===== src/rtl/mole_game_core.sv =====
// mole_game_core
//   Whack-a-mole game engine. A four-state FSM (IDLE, COUNTDOWN, PLAY, OVER)
//   is paced by an internal tick divider. Mole positions come from a 16-bit
//   LFSR, and hits come from buttons or the PC. A one-entry event register
//   feeds the UART TX formatter.
//
//   Optional feature macro: MISS_PENALTY_EN. When it is defined, a wrong
//   button during PLAY (with no valid hit in the same cycle) subtracts one
//   point, saturating at 0. When it is undefined, wrong buttons are ignored.
//
// Ports
//   clock, reset         system clock, synchronous active-high reset
//   start                1-cycle start pulse (button or PC 'S')
//   hit_btn[NUM_MOLES]   debounced 1-cycle button pulses
//   pc_hit               1-cycle PC hit pulse (PC 'H')
//   mole_led             one-hot active mole, 0 = no mole up
//   score                saturating score
//   time_left            remaining play ticks
//   countdown            pre-game countdown value, 0 outside COUNTDOWN
//   game_active          high in PLAY
//   game_over            high in OVER
//   evt_valid/evt_data   pending event byte {type[1:0],3'b000,idx[2:0]}
//   evt_ready            consumer accept
//   evt_drop             1-cycle pulse when a pending event was overwritten
//
// Event handshake: a byte transfers on a clock edge where evt_valid and
// evt_ready are both high. evt_valid stays high, with evt_data stable, until
// that transfer happens. The one exception is a new event: it overwrites the
// pending byte and pulses evt_drop if the old byte was not accepted in that
// same cycle.
module mole_game_core #(
  parameter int          NUM_MOLES    = 5,
  parameter int          SCORE_BITS   = 8,
  parameter int          GAME_SECONDS = 30,
  parameter int          TICK_DIV     = 100_000_000,
  parameter int          HOLD_TICKS   = 2,
  parameter logic [15:0] LFSR_SEED    = 16'hACE1
) (
  input  logic                  clock,
  input  logic                  reset,
  input  logic                  start,
  input  logic [NUM_MOLES-1:0]  hit_btn,
  input  logic                  pc_hit,
  output logic [NUM_MOLES-1:0]  mole_led,
  output logic [SCORE_BITS-1:0] score,
  output logic [5:0]            time_left,
  output logic [1:0]            countdown,
  output logic                  game_active,
  output logic                  game_over,
  output logic                  evt_valid,
  output logic [7:0]            evt_data,
  input  logic                  evt_ready,
  output logic                  evt_drop
);

  localparam int TW = (TICK_DIV > 2) ? $clog2(TICK_DIV) : 1;
  localparam int HW = $clog2(HOLD_TICKS + 1);
  localparam logic [TW-1:0] TICK_LAST = TW'(TICK_DIV - 1);
  localparam logic [HW-1:0] HOLD_INIT = HW'(HOLD_TICKS);
  localparam logic [5:0]    GAME_INIT = 6'(GAME_SECONDS);
  localparam logic [7:0]    NM8       = 8'(NUM_MOLES);
  localparam logic [2:0]    NM_LAST   = 3'(NUM_MOLES - 1);

  typedef enum logic [1:0] {S_IDLE, S_COUNTDOWN, S_PLAY, S_OVER} state_t;

  state_t                state_q, state_d;
  logic [TW-1:0]         tick_cnt;
  logic                  tick;
  logic [15:0]           lfsr_q;
  logic [HW-1:0]         hold_q, hold_d;
  logic [2:0]            prev_idx_q, prev_idx_d;
  logic [2:0]            raw_idx, spawn_idx;
  logic [NUM_MOLES-1:0]  spawn_onehot, mole_d;
  logic [SCORE_BITS-1:0] score_d;
  logic [5:0]            time_d;
  logic [1:0]            countdown_d;
  logic                  hit_any, do_spawn, ev_load;
  logic [7:0]            ev_byte;
`ifdef MISS_PENALTY_EN
  logic                  wrong_btn;
`endif

  assign tick        = (tick_cnt == TICK_LAST);
  assign game_active = (state_q == S_PLAY);
  assign game_over   = (state_q == S_OVER);

  // The divider restarts on every state change, so each phase begins with a full tick period.
  always_ff @(posedge clock) begin
    if (reset)                              tick_cnt <= '0;
    else if (tick || (state_d != state_q))  tick_cnt <= '0;
    else                                    tick_cnt <= tick_cnt + TW'(1);
  end

  // The LFSR (taps 16,14,13,11) free-runs every cycle, so mole placement depends on player timing.
  always_ff @(posedge clock) begin
    if (reset) lfsr_q <= LFSR_SEED;
    else       lfsr_q <= {lfsr_q[14:0], lfsr_q[15] ^ lfsr_q[13] ^ lfsr_q[12] ^ lfsr_q[10]};
  end

  // prev_idx_q holds the index of the most recently spawned mole. It is reset only
  // by reset, so the first mole of a new game also avoids the last mole of the previous game.
  always_comb begin
    raw_idx = 3'(lfsr_q[7:0] % NM8);
    if (raw_idx == prev_idx_q) spawn_idx = (raw_idx == NM_LAST) ? 3'd0 : raw_idx + 3'd1;
    else                       spawn_idx = raw_idx;
    spawn_onehot = '0;
    for (int i = 0; i < NUM_MOLES; i++) spawn_onehot[i] = (spawn_idx == 3'(i));
  end

  // A button and pc_hit arriving in the same cycle collapse into this single hit.
  assign hit_any = (state_q == S_PLAY) &&
                   (((hit_btn & mole_led) != '0) || (pc_hit && (mole_led != '0)));
`ifdef MISS_PENALTY_EN
  assign wrong_btn = (hit_btn & ~mole_led) != '0;
`endif

  always_comb begin
    state_d     = state_q;
    countdown_d = countdown;
    time_d      = time_left;
    score_d     = score;
    mole_d      = mole_led;
    hold_d      = hold_q;
    prev_idx_d  = prev_idx_q;
    do_spawn    = 1'b0;
    ev_load     = 1'b0;
    ev_byte     = 8'h00;
    case (state_q)
      S_IDLE, S_OVER: begin
        if (start) begin
          state_d     = S_COUNTDOWN;
          countdown_d = 2'd3;
          score_d     = '0;
        end
      end
      S_COUNTDOWN: begin
        if (tick) begin
          if (countdown == 2'd1) begin
            state_d     = S_PLAY;
            countdown_d = 2'd0;
            time_d      = GAME_INIT;
            do_spawn    = 1'b1;
          end else begin
            countdown_d = countdown - 2'd1;
          end
        end
      end
      S_PLAY: begin
        // A hit is scored against the mole that is up now, even if a spawn replaces it this cycle.
        if (hit_any) begin
          if (score != '1) score_d = score + SCORE_BITS'(1);
          mole_d  = '0;
          ev_load = 1'b1;
          ev_byte = {2'b10, 3'b000, prev_idx_q};
        end
`ifdef MISS_PENALTY_EN
        else if (wrong_btn) begin
          if (score != '0) score_d = score - SCORE_BITS'(1);
        end
`endif
        if (tick) begin
          if (time_left == 6'd1) begin
            // The final tick ends the game and overrides any spawn due on the same tick.
            state_d = S_OVER;
            time_d  = 6'd0;
            mole_d  = '0;
            ev_load = 1'b1;
            ev_byte = 8'hC0;
          end else begin
            time_d = time_left - 6'd1;
            if (hold_q != '0) hold_d = hold_q - HW'(1);
            if ((hold_q == HW'(1)) || (mole_led == '0)) do_spawn = 1'b1;
          end
        end
      end
      default: state_d = S_IDLE;
    endcase
    if (do_spawn) begin
      mole_d     = spawn_onehot;
      hold_d     = HOLD_INIT;
      prev_idx_d = spawn_idx;
      // A hit event in the same cycle takes precedence over the spawn event.
      if (!ev_load) begin
        ev_load = 1'b1;
        ev_byte = {2'b01, 3'b000, spawn_idx};
      end
    end
  end

  always_ff @(posedge clock) begin
    if (reset) begin
      state_q    <= S_IDLE;
      countdown  <= '0;
      time_left  <= '0;
      score      <= '0;
      mole_led   <= '0;
      hold_q     <= '0;
      prev_idx_q <= '0;
    end else begin
      state_q    <= state_d;
      countdown  <= countdown_d;
      time_left  <= time_d;
      score      <= score_d;
      mole_led   <= mole_d;
      hold_q     <= hold_d;
      prev_idx_q <= prev_idx_d;
    end
  end

  always_ff @(posedge clock) begin
    if (reset) begin
      evt_valid <= 1'b0;
      evt_data  <= 8'h00;
      evt_drop  <= 1'b0;
    end else begin
      evt_drop <= 1'b0;
      if (ev_load) begin
        evt_valid <= 1'b1;
        evt_data  <= ev_byte;
        evt_drop  <= evt_valid && !evt_ready;
      end else if (evt_valid && evt_ready) begin
        evt_valid <= 1'b0;
      end
    end
  end

endmodule

===== config.mk =====
export PLATFORM = sky130hd
export DESIGN_NAME = mole_game_core
export DESIGN_NICKNAME = d
export VERILOG_FILES = /design/src/rtl/mole_game_core.sv
export SDC_FILE = /design/constraint.sdc
export NUM_CORES = 1
export LEC_CHECK = 0
export BUFFER_PORTS_ARGS = -buffer_cell sky130_fd_sc_hd__buf_2
export CAP_MARGIN = 20
export CORE_MARGIN = 3
export CORE_UTILIZATION = 40
export CTS_CLUSTER_DIAMETER = 80
export DETAILED_ROUTE_END_ITERATION = 16
export PLACE_DENSITY = 0.62
export SYNTH_ARGS = -nofsm -noshare
export SYNTH_HDL_FRONTEND = slang
export SYNTH_SLANG_ARGS = --single-unit

===== constraint.sdc =====
create_clock -name clock -period 14 [get_ports clock]
set_input_delay 0.7 -clock clock [delete_from_list [all_inputs] [get_ports clock]]
set_output_delay 0.7 -clock clock [all_outputs]
set_load 0.01 [all_outputs]

### Word level (Yosys, flattened, before mapping)

Cells that the tools add are included.

| word-level totals | value |
|---|---|
| register bits | 81 |
| input port bits | 10 |
| output and inout bits | 33 |
| logic and storage cells | 128 |

| cells by class | value |
|---|---|
| add/sub/neg operators | 6 |
| div/mod/pow operators | 1 |
| equality and inequality tests | 22 |
| multiplexer cells | 50 |
| bitwise operators | 6 |
| reduce and logical (&&, ||, !) cells | 30 |

Operator list:

| operator | count |
|---|---|
| 8-bit two-way mux | 9 |
| 27-bit by 1-bit adder with 27-bit output, second input constant | 1 |
| 27-bit equality test, second input constant | 1 |
| 2-bit two-way mux | 13 |
| 5-bit two-way mux | 5 |
| 6-bit two-way mux | 4 |
| 8-bit case mux with 2 select lines | 1 |
| 4-bit AND reduction | 4 |
| 2-bit nonzero test | 8 |
| 1-bit two-way mux | 12 |
| 6-bit case mux with 2 select lines | 1 |
| 5-bit nonzero test | 2 |
| 8-bit by 1-bit adder with 8-bit output, second input constant | 1 |
| 8-bit by 3-bit remainder unit with 8-bit output, second input constant | 1 |
| 2-bit inequality test, second input constant | 4 |
| 8-bit inequality test, second input constant | 1 |
| 2-bit OR reduction | 4 |
| 2-bit by 1-bit equality test with 1-bit output, second input constant | 3 |
| 3-bit by 2-bit equality test with 1-bit output, second input constant | 2 |
| 3-bit equality test, second input constant | 2 |
| 6-bit by 1-bit equality test with 1-bit output, second input constant | 1 |
| 3-bit two-way mux | 2 |
| 2-bit by 1-bit inequality test with 1-bit output, second input constant | 3 |
| 2-bit case mux with 3 select lines | 1 |
| 19 further kinds | 29 |

### Longest topological paths before layout

Gate-level depths: netlist (run 1).

| depth | value |
|---|---|
| depth in word-level cells | 11 |
| mapped depth | 24 |
| depth with buffers taken out | 22 |

### Worst setup path before layout (run 1)

OpenSTA, ideal clock, no wires.

| timing | value |
|---|---|
| kind | register to register |
| start | reg lfsr_q[4] |
| end | reg mole_led[3] |
| library setup time | 91 ps |
| arrival | 4730 ps |
| data required time | 13909 ps |
| path slack | 9179 ps |
| cell stages (with the launch flop) | 25 |
| path buffers | 2 |
| clock period less this slack | 4821 ps |
| path through | dfxtp_1 buf_2 or3b_1 a21oi_1 a2111oi_0 o22ai_1 inv_1 ha_1 or2_2 o2111ai_1 nand3b_4 or3_1 nand2_1 ha_1 nor2_1 nor3_1 a2bb2oi_1 a211oi_2 and2_4 buf_6 mux2i_4 a31oi_1 nor4_1 a31oi_1 a311oi_1 |

| on the way | value |
|---|---|
| longest elaborated chain between the ends | 6 |
| elaborated cells between the ends (all ways) | 8 |
| those cells by class | add/sub (1); div (1); eq/ne (3); mux (3) |

Ends and longest elaborated chain:

| what | RTL line | text |
|---|---|---|
| start, declared | 69 | `logic [15:0] lfsr_q;` |
| start signal, assigned | 97 | `else lfsr_q <= {lfsr_q[14:0], lfsr_q[15] ^ lfsr_q[13] ^ lfsr_q[12] ^ lfsr_q[10]};` |
| 8-bit by 3-bit remainder unit with 8-bit output (*) | 103 | `raw_idx = 3'(lfsr_q[7:0] % NM8);` |
| 3-bit by 1-bit adder with 3-bit output or 3-bit equality test (tied branches) | 104 | `if (raw_idx == prev_idx_q) spawn_idx = (raw_idx == NM_LAST) ? 3'd0 : raw_idx + 3'd1;` |
| 3-bit two-way mux | 104 |  |
| 3-bit two-way mux (*) | 104 |  |
| 3-bit by 2-bit equality test with 1-bit output (*) | 107 | `for (int i = 0; i < NUM_MOLES; i++) spawn_onehot[i] = (spawn_idx == 3'(i));` |
| 5-bit two-way mux (*) | 178 | `if (do_spawn) begin` |
| end signal, assigned | 204 | `mole_led <= mole_d;` |
| end, declared | 44 | `output logic [NUM_MOLES-1:0] mole_led,` |

Mark *: on every way between the ends. The rest lies on a longest branch, timed or not.
A chain may end at the register's enable or synchronous reset.

### Final worst setup path (run 1)

| timing | value |
|---|---|
| start | reg lfsr_q[6] |
| end | reg mole_led[3] |

Same word-level chain as after synthesis.

==> flow_summary.yaml, run 1 <==
synthesis:
  ys_seq_area_share_pct: 35.92
  synth_cell_type_count: 73
  ys_seq_elements: 78
  ys.flop_type: "dfxtp_1"
  ys_warn_count: 0
  synthCells: 536
  syn_area_per_cell_sq_um: 8.109
  async_reset_ff_share_pct: 0
  synthesis.area_sq_um: 4347
  synth_edf_count: 0
die:
  die_area_sq_um: 12150
  die-height_microns: 110.2
  core_sq_um: 10460
  initial_utilization_pct: 41.55
  fp.dieW_microns: 110.2
  ios: 43
  rows: 37
clocking:
  cts.clk_slew.worst_paths_ns: 0.08
  cts_resized: 0
  root_buffer: "clkbuf_8"
  h-tree-depth: 3
  cts_tree: "built"
  clkSinkCount: 78
  cts_inserted_buffers: 9
  cts_setup_buffers: 0
  clkLatencyLatePin_ns: 0.35
  cts_buffer_depth: 2
  postCtsHoldBufs: 0
route:
  drtPass1Iterations: 4
  ant_nets: 0
  wl_per_cell_microns: 13.42
  route.detailed.drc: 0
  wl_microns: 9378
  drt-vias-per-instance: 5.330
  drtIter0Drc: 224
  vias: 3726
power_and_ir_drop:
  p_leak_nw: 1.877
  peakVddDrop_uv: 58.47
  powerDensity_nw_per_um2: 108.4
hold_path:
  hold_class: "reg2reg"
  min_from: "lfsr_q[14]"
  holdPathEnd: "lfsr_q[15]"
  worstHoldPathCells: 1
run:
  drv_cap: 0
setup_path:
  reg2reg_to: "mole_led[3]"
  worstPathMaxFanout: 16
  end_kind: "flop"
  reg2reg_depth: 22
  worstSetupPathType: "reg2reg"
  r2r-start: "lfsr_q[6]"
  worst_ep_required_time_ns: 14.26
  worstPathArrival_ns: 5.85
  reg2reg_slack_ns: 8.42
  crit_path_start_kind: "flop"
timing:
  worst_slack_ns: 8.415
  fin_crit_sh_pct: 39.89
  fmax_mhz: 179.1
  final.setup_skew_ns: 0.006339
  finalSetupViolations: 0
  layout_min_cycle_time_ns: 5.585
  tightest_slew_ns: 0.8917
  rsz0062_at_grt: "false"
  finalHoldViolations: 0
  report.final.slew_viol_count: 0
  fin_tns_setup_ns: 0
  maxSlewHeadroom_pct: 40.55
  hold_ws_ns: 0.4173
status:
  status: "completed"
layout:
  final_common_cell: "nor2_1"
  final_core_util_pct: 45.75
  synthToLayoutAreaGrowth_pct: 10.13
  multiInputGateArea_sq_um: 2554
  fin_cells: 699
  filler_cell_count: 1078
  layout.nets: 580
  n_antenna_cell: 0
  layout-drive-gt1-share_pct: 13.68
  register_area_sq_um: 1562
  final_cell_mix: "81 x nor2_1, 78 x dfxtp_1, 39 x buf_2"
grt:
  grt_overflow: 0
  first_global_vias: 3481
  grt_pass1_wl_microns: 16130
  antenna_found_initial: 0
  grt_start_max_net_pins: 38
  track_usage_pct: 16.38
placement:
  port_buffers: 39
  dp_worst_setup_slack_ns: 8.442
  dp.cells: 683
  hpwl_microns: 6693
  place.gp.congestion: 0.7874
## how the worst max path moves through the flow
stage | from | end | slack, ns | cells past startpoint
2_1_floorplan | lfsr_q[4] | mole_led[3] | 9.18 | 24
3_3_place_gp | lfsr_q[6] | mole_led[3] | 8.64 | 22
3_5_place_dp | lfsr_q[6] | mole_led[3] | 8.44 | 22
4_1_cts | lfsr_q[6] | mole_led[3] | 8.43 | 22
5_1_grt | lfsr_q[6] | mole_led[3] | 7.87 | 22
6_report | lfsr_q[6] | mole_led[3] | 8.42 | 22
## through the flow
step | cell area, sq um | total power, W
floorplan | 4354 | 0.0003342
global placement | 4578 | 0.0003481
detailed placement | 4578 | 0.0003512
CTS | 4787 | 0.0005256
global route | 4787 | 0.0005498
finish | 4787 | 0.0005189
## sequential cells by signal (all words and copies together), names as in the netlist
signal	flops
evt_valid	1
mole_led	5
prev_idx_q	3
tick_cnt	27
score	8
hold_q	2
time_left	6
evt_drop	1
state_q	2
evt_data	5
countdown	2
lfsr_q	16
## area by class of cell
class	count	area share, %
Tap cell	136	3.555
Clock buffer	11	3.163
Clock inverter	5	1.202
Sequential cell	78	32.62
Multi-Input combinational cell	404	53.35
Inverter	26	2.039
Timing Repair Buffer	39	4.077
## per-layer routing
metal | vias to the layer above | part of all wire (%) | track usage, %
li1 | 1905 | - | -
met4 | 0 | 0.91 | 4.485
met5 | - | 0 | 0
met3 | 5 | 3.2 | 3.727
met2 | 40 | 47 | 26.86
met1 | 1776 | 49 | 21.69
## critical path, cell delays in order (launching register included)
cell and delay, ns:
dfxtp_1 0.67, or3b_1 0.43, a21oi_1 0.16, a2111oi_0 0.08, o22ai_1 0.27, inv_1 0.11, ha_1 0.22, or2_2 0.32
o2111ai_1 0.27, nand3b_4 0.12, or3_1 0.38, nand2_1 0.21, ha_1 0.23, nor2_1 0.07, nor3_1 0.12, a2bb2oi_1 0.09
a211oi_2 0.39, and2_4 0.27, mux2i_4 0.26, a31oi_1 0.09, nor4_1 0.36, a31oi_1 0.13, a311oi_1 0.24
## report_power, final
group	internal (W)	switching (W)
logic	0.0000472	0.0000631
registers	0.000227	0.00000830
clock network	0.0000917	0.0000811
total	0.000366	0.000152
## logic make-up (layout without fill, tap and decap cells)
group	after synthesis	in the layout	share of synthesized area [%]
AND/OR/NAND/NOR	240	240	28.07
AO/OA/AOI/OAI	103	103	17.04
flip-flops	78	78	35.92
buffers and inverters	56	81	5.498
XOR/XNOR	40	40	8.233
adder cells (fa/ha/maj)	12	12	3.454
multiplexers	6	6	1.698
other	1	3	0.08627
## synthesized netlist by cell type (7+ instances only)
cell,number,area (sq um)
nand2b_1,8,50.05
a21oi_1,28,140.1
o21ai_0,12,60.06
clkbuf_1,18,67.56
dfxtp_1,78,1562
a31oi_1,7,43.79
nand3_1,28,140.1
xnor2_1,19,166.4
ha_1,12,150.1
nand2_1,38,142.6
nor3_1,17,85.08
inv_1,26,97.59
or2_2,7,43.79
xor2_1,20,175.2
a22oi_1,7,52.55
nor2b_1,11,68.82
nor2_1,81,304.0
(Power assumes the default switching activity.)
==> run 2, diff against run 1 <==
==> constraint.sdc (replaced) <==
create_clock -name clock -period 5.5 [get_ports clock]
set_input_delay 0.275 -clock clock [delete_from_list [all_inputs] [get_ports clock]]
set_output_delay 0.275 -clock clock [all_outputs]
set_load 0.01 [all_outputs]
==> run 2 against run 1 <==
Against the previous run: power grew to 2.7 times the previous value; cell area grew 1.7%; sequential share of layout area shrank 0.50 points; final cell count grew 0.72%; critical path depth grew 2; non-clock buffer count grew 5; sequential cell count is the same; die area is the same.
==> flow_summary.yaml, run 2 (same netlist as run 1, synthesis figures left out) <==
status:
  status: "completed"
power_and_ir_drop:
  powerDensity_nw_per_um2: 282.7
  peakVddDrop_uv: 145.5
  swShare_pct: 29.07
  clock_power_share_pct: 34.8
  seq_power_share_pct: 43.3
  p_leak_nw: 1.921
  p_total_w: 0.001377
  switchingPower_w: 0.0004002
  p_int_w: 0.0009764
  pwr-share-comb_pct: 21.9
timing:
  layout_min_cycle_time_ns: 4.984
  worst_slack_ns: 0.5163
  maxSlewHeadroom_pct: 42.60
  fin_crit_sh_pct: 90.61
  finalSetupViolations: 0
  final.setup_skew_ns: 0.006469
  report.final.slew_viol_count: 0
  finalHoldViolations: 0
  fmax_mhz: 200.7
  fin_tns_setup_ns: 0
  tightest_slew_ns: 0.8609
  rsz0062_at_grt: "false"
layout:
  top_regs: "tick_cnt (27), lfsr_q (16), score (8)"
  synthToLayoutAreaGrowth_pct: 12.03
  final_cell_mix: "81 x nor2_1, 76 x dfxtp_1, 39 x buf_2"
  largest-register: "tick_cnt"
  largest_reg_flops: 27
  layout.nets: 585
  layout-drive-gt1-share_pct: 15.32
  n_antenna_cell: 0
  final_common_cell: "nor2_1"
grt:
  grt_pass1_wl_microns: 15110
  track_usage_pct: 15.60
  grt_start_max_net_pins: 38
  antenna_found_initial: 0
  first_global_vias: 3335
  grt_overflow: 0
placement:
  place.gp.congestion: 0.8038
  port_buffers: 39
  dp_worst_setup_slack_ns: 0.2985
  hpwl_microns: 6597
die:
  die-height_microns: 110.2
  fp.dieW_microns: 110.2
  ios: 43
  rows: 37
  die_area_sq_um: 12150
  core_sq_um: 10460
  initial_utilization_pct: 41.55
setup_path:
  worstPathArrival_ns: 5.25
  cp_top_family: "simple AND/OR/NAND/NOR gates"
  end_kind: "flop"
  reg2reg_depth: 24
  worstSetupPathType: "reg2reg"
  reg2reg_slack_ns: 0.52
  worst_ep_required_time_ns: 5.77
  reg2reg_to: "mole_led[3]"
  worstPathMaxFanout: 7
  crit_top_cell: "a21oi_1"
  cpPeakStageDelay_ns: 0.42
  critical_path_buf_inv_count: 3
  path_cells: "or3b_1 > a21oi_1 > a2111oi_1 > o22ai_2 > inv_1 > ha_1 > or2_2 > o2111ai_1 > nand3b_4 > or3_1 > nand2_1 > ha_1 > nor2_1 > nor3_1 > a2bb2oi_1 > a211oi_2 > buf_4 > buf_4 > a21oi_1 > a211oi_2 > a21oi_1 > nor4_1 > a31oi_1 > a311oi_1"
  crit_path_start_kind: "flop"
  crit_slowest_cell: "or3b_1"
  r2r-start: "lfsr_q[3]"
clocking:
  cts_inserted_buffers: 9
  postCtsHoldBufs: 0
  h-tree-depth: 3
  cts_tree: "built"
  cts_buffer_depth: 2
  clkLatencyLatePin_ns: 0.35
  clkSinkCount: 78
  root_buffer: "clkbuf_8"
  cts.clk_slew.worst_paths_ns: 0.08
hold_path:
  worstHoldPathCells: 3
  holdPathEnd: "evt_drop"
  min_from: "evt_ready"
  hold_class: "in2reg"
route:
  route.detailed.drc: 0
  wl_microns: 9237
  drtIter0Drc: 220
  vias: 3708
  drt-vias-per-instance: 5.267
  ant_nets: 0
  drtPass1Iterations: 4
  wl_per_cell_microns: 13.12
run:
  drv_cap: 0
run 2: layer usage:
metal	GRT usage, %	part of all wire (%)	up-vias
met5	0	0	-
met4	6.860	2.0	0
met3	2.854	3.7	16
met2	25.91	46	74
met1	19.75	49	1708
li1	-	-	1910
run 2: worst reg2reg max path, cell delays in order, from the launching register on:
cell and delay, ns:
dfxtp_1 0.38, or3b_1 0.42, a21oi_1 0.16, a2111oi_1 0.08, o22ai_2 0.16, inv_1 0.09
ha_1 0.21, or2_2 0.33, o2111ai_1 0.28, nand3b_4 0.12, or3_1 0.37, nand2_1 0.19
ha_1 0.22, nor2_1 0.06, nor3_1 0.13, a2bb2oi_1 0.10, a211oi_2 0.18, buf_4 0.17
buf_4 0.11, a21oi_1 0.07, a211oi_2 0.23, a21oi_1 0.12, nor4_1 0.36, a31oi_1 0.14
a311oi_1 0.24
run 2: layout make-up:
type	count	area [sq um]
flip-flops and latches	78	1564
well taps	136	170.2
fillers	1061	5593
inverters	26	97.59
multi-input cells	404	2582
clock inverters	6	85.08
clock buffers	10	137.6
repair buffers	44	232.7
run 2: power by group through the flow:
stage / Combinational [W] / Clock, W / Sequential (W)
final: 0.000301 / 0.000479 / 0.000596
after global routing: 0.000335 / 0.000515 / 0.000599
after CTS: 0.000288 / 0.000496 / 0.000595
after detailed placement: 0.000286 / 0 / 0.000609
after global placement: 0.000282 / 0 / 0.000608
after floorplan: 0.000247 / 0 / 0.000604
run 2: how the worst max path moves through the flow:
stage                     slack, ns           to  cells past startpoint  startpoint
after detailed placement       0.30  mole_led[3]                     22   lfsr_q[4]
after CTS                      0.28  mole_led[3]                     22   lfsr_q[4]
final                          0.52  mole_led[3]                     24   lfsr_q[3]
after floorplan                0.68  mole_led[3]                     24   lfsr_q[4]
after global routing           0.05  mole_led[3]                     23   lfsr_q[7]
after global placement         0.42  mole_led[3]                     22   lfsr_q[4]
run 2: stage by stage:
| stage | utilization (%) | cell area (sq um) | std cells | hold slack [ns] |
|---|---|---|---|---|
| after floorplan | - | 4354 | 538 | 0.3895 |
| after global placement | 43.97 | 4601 | 686 | 0.3922 |
| after detailed placement | 43.97 | 4601 | 686 | 0.3927 |
| after CTS | 46.10 | 4823 | 702 | 0.1691 |
| after global routing | 46.54 | 4870 | 704 | 0.1887 |
| final | 46.54 | 4870 | 704 | 0.1897 |
run 2: timing repair:
item | CTS | global route
buffers inserted | 0 | 2
endpoints found under the setup margin | 0 | 8
resized for setup | 0 | 9
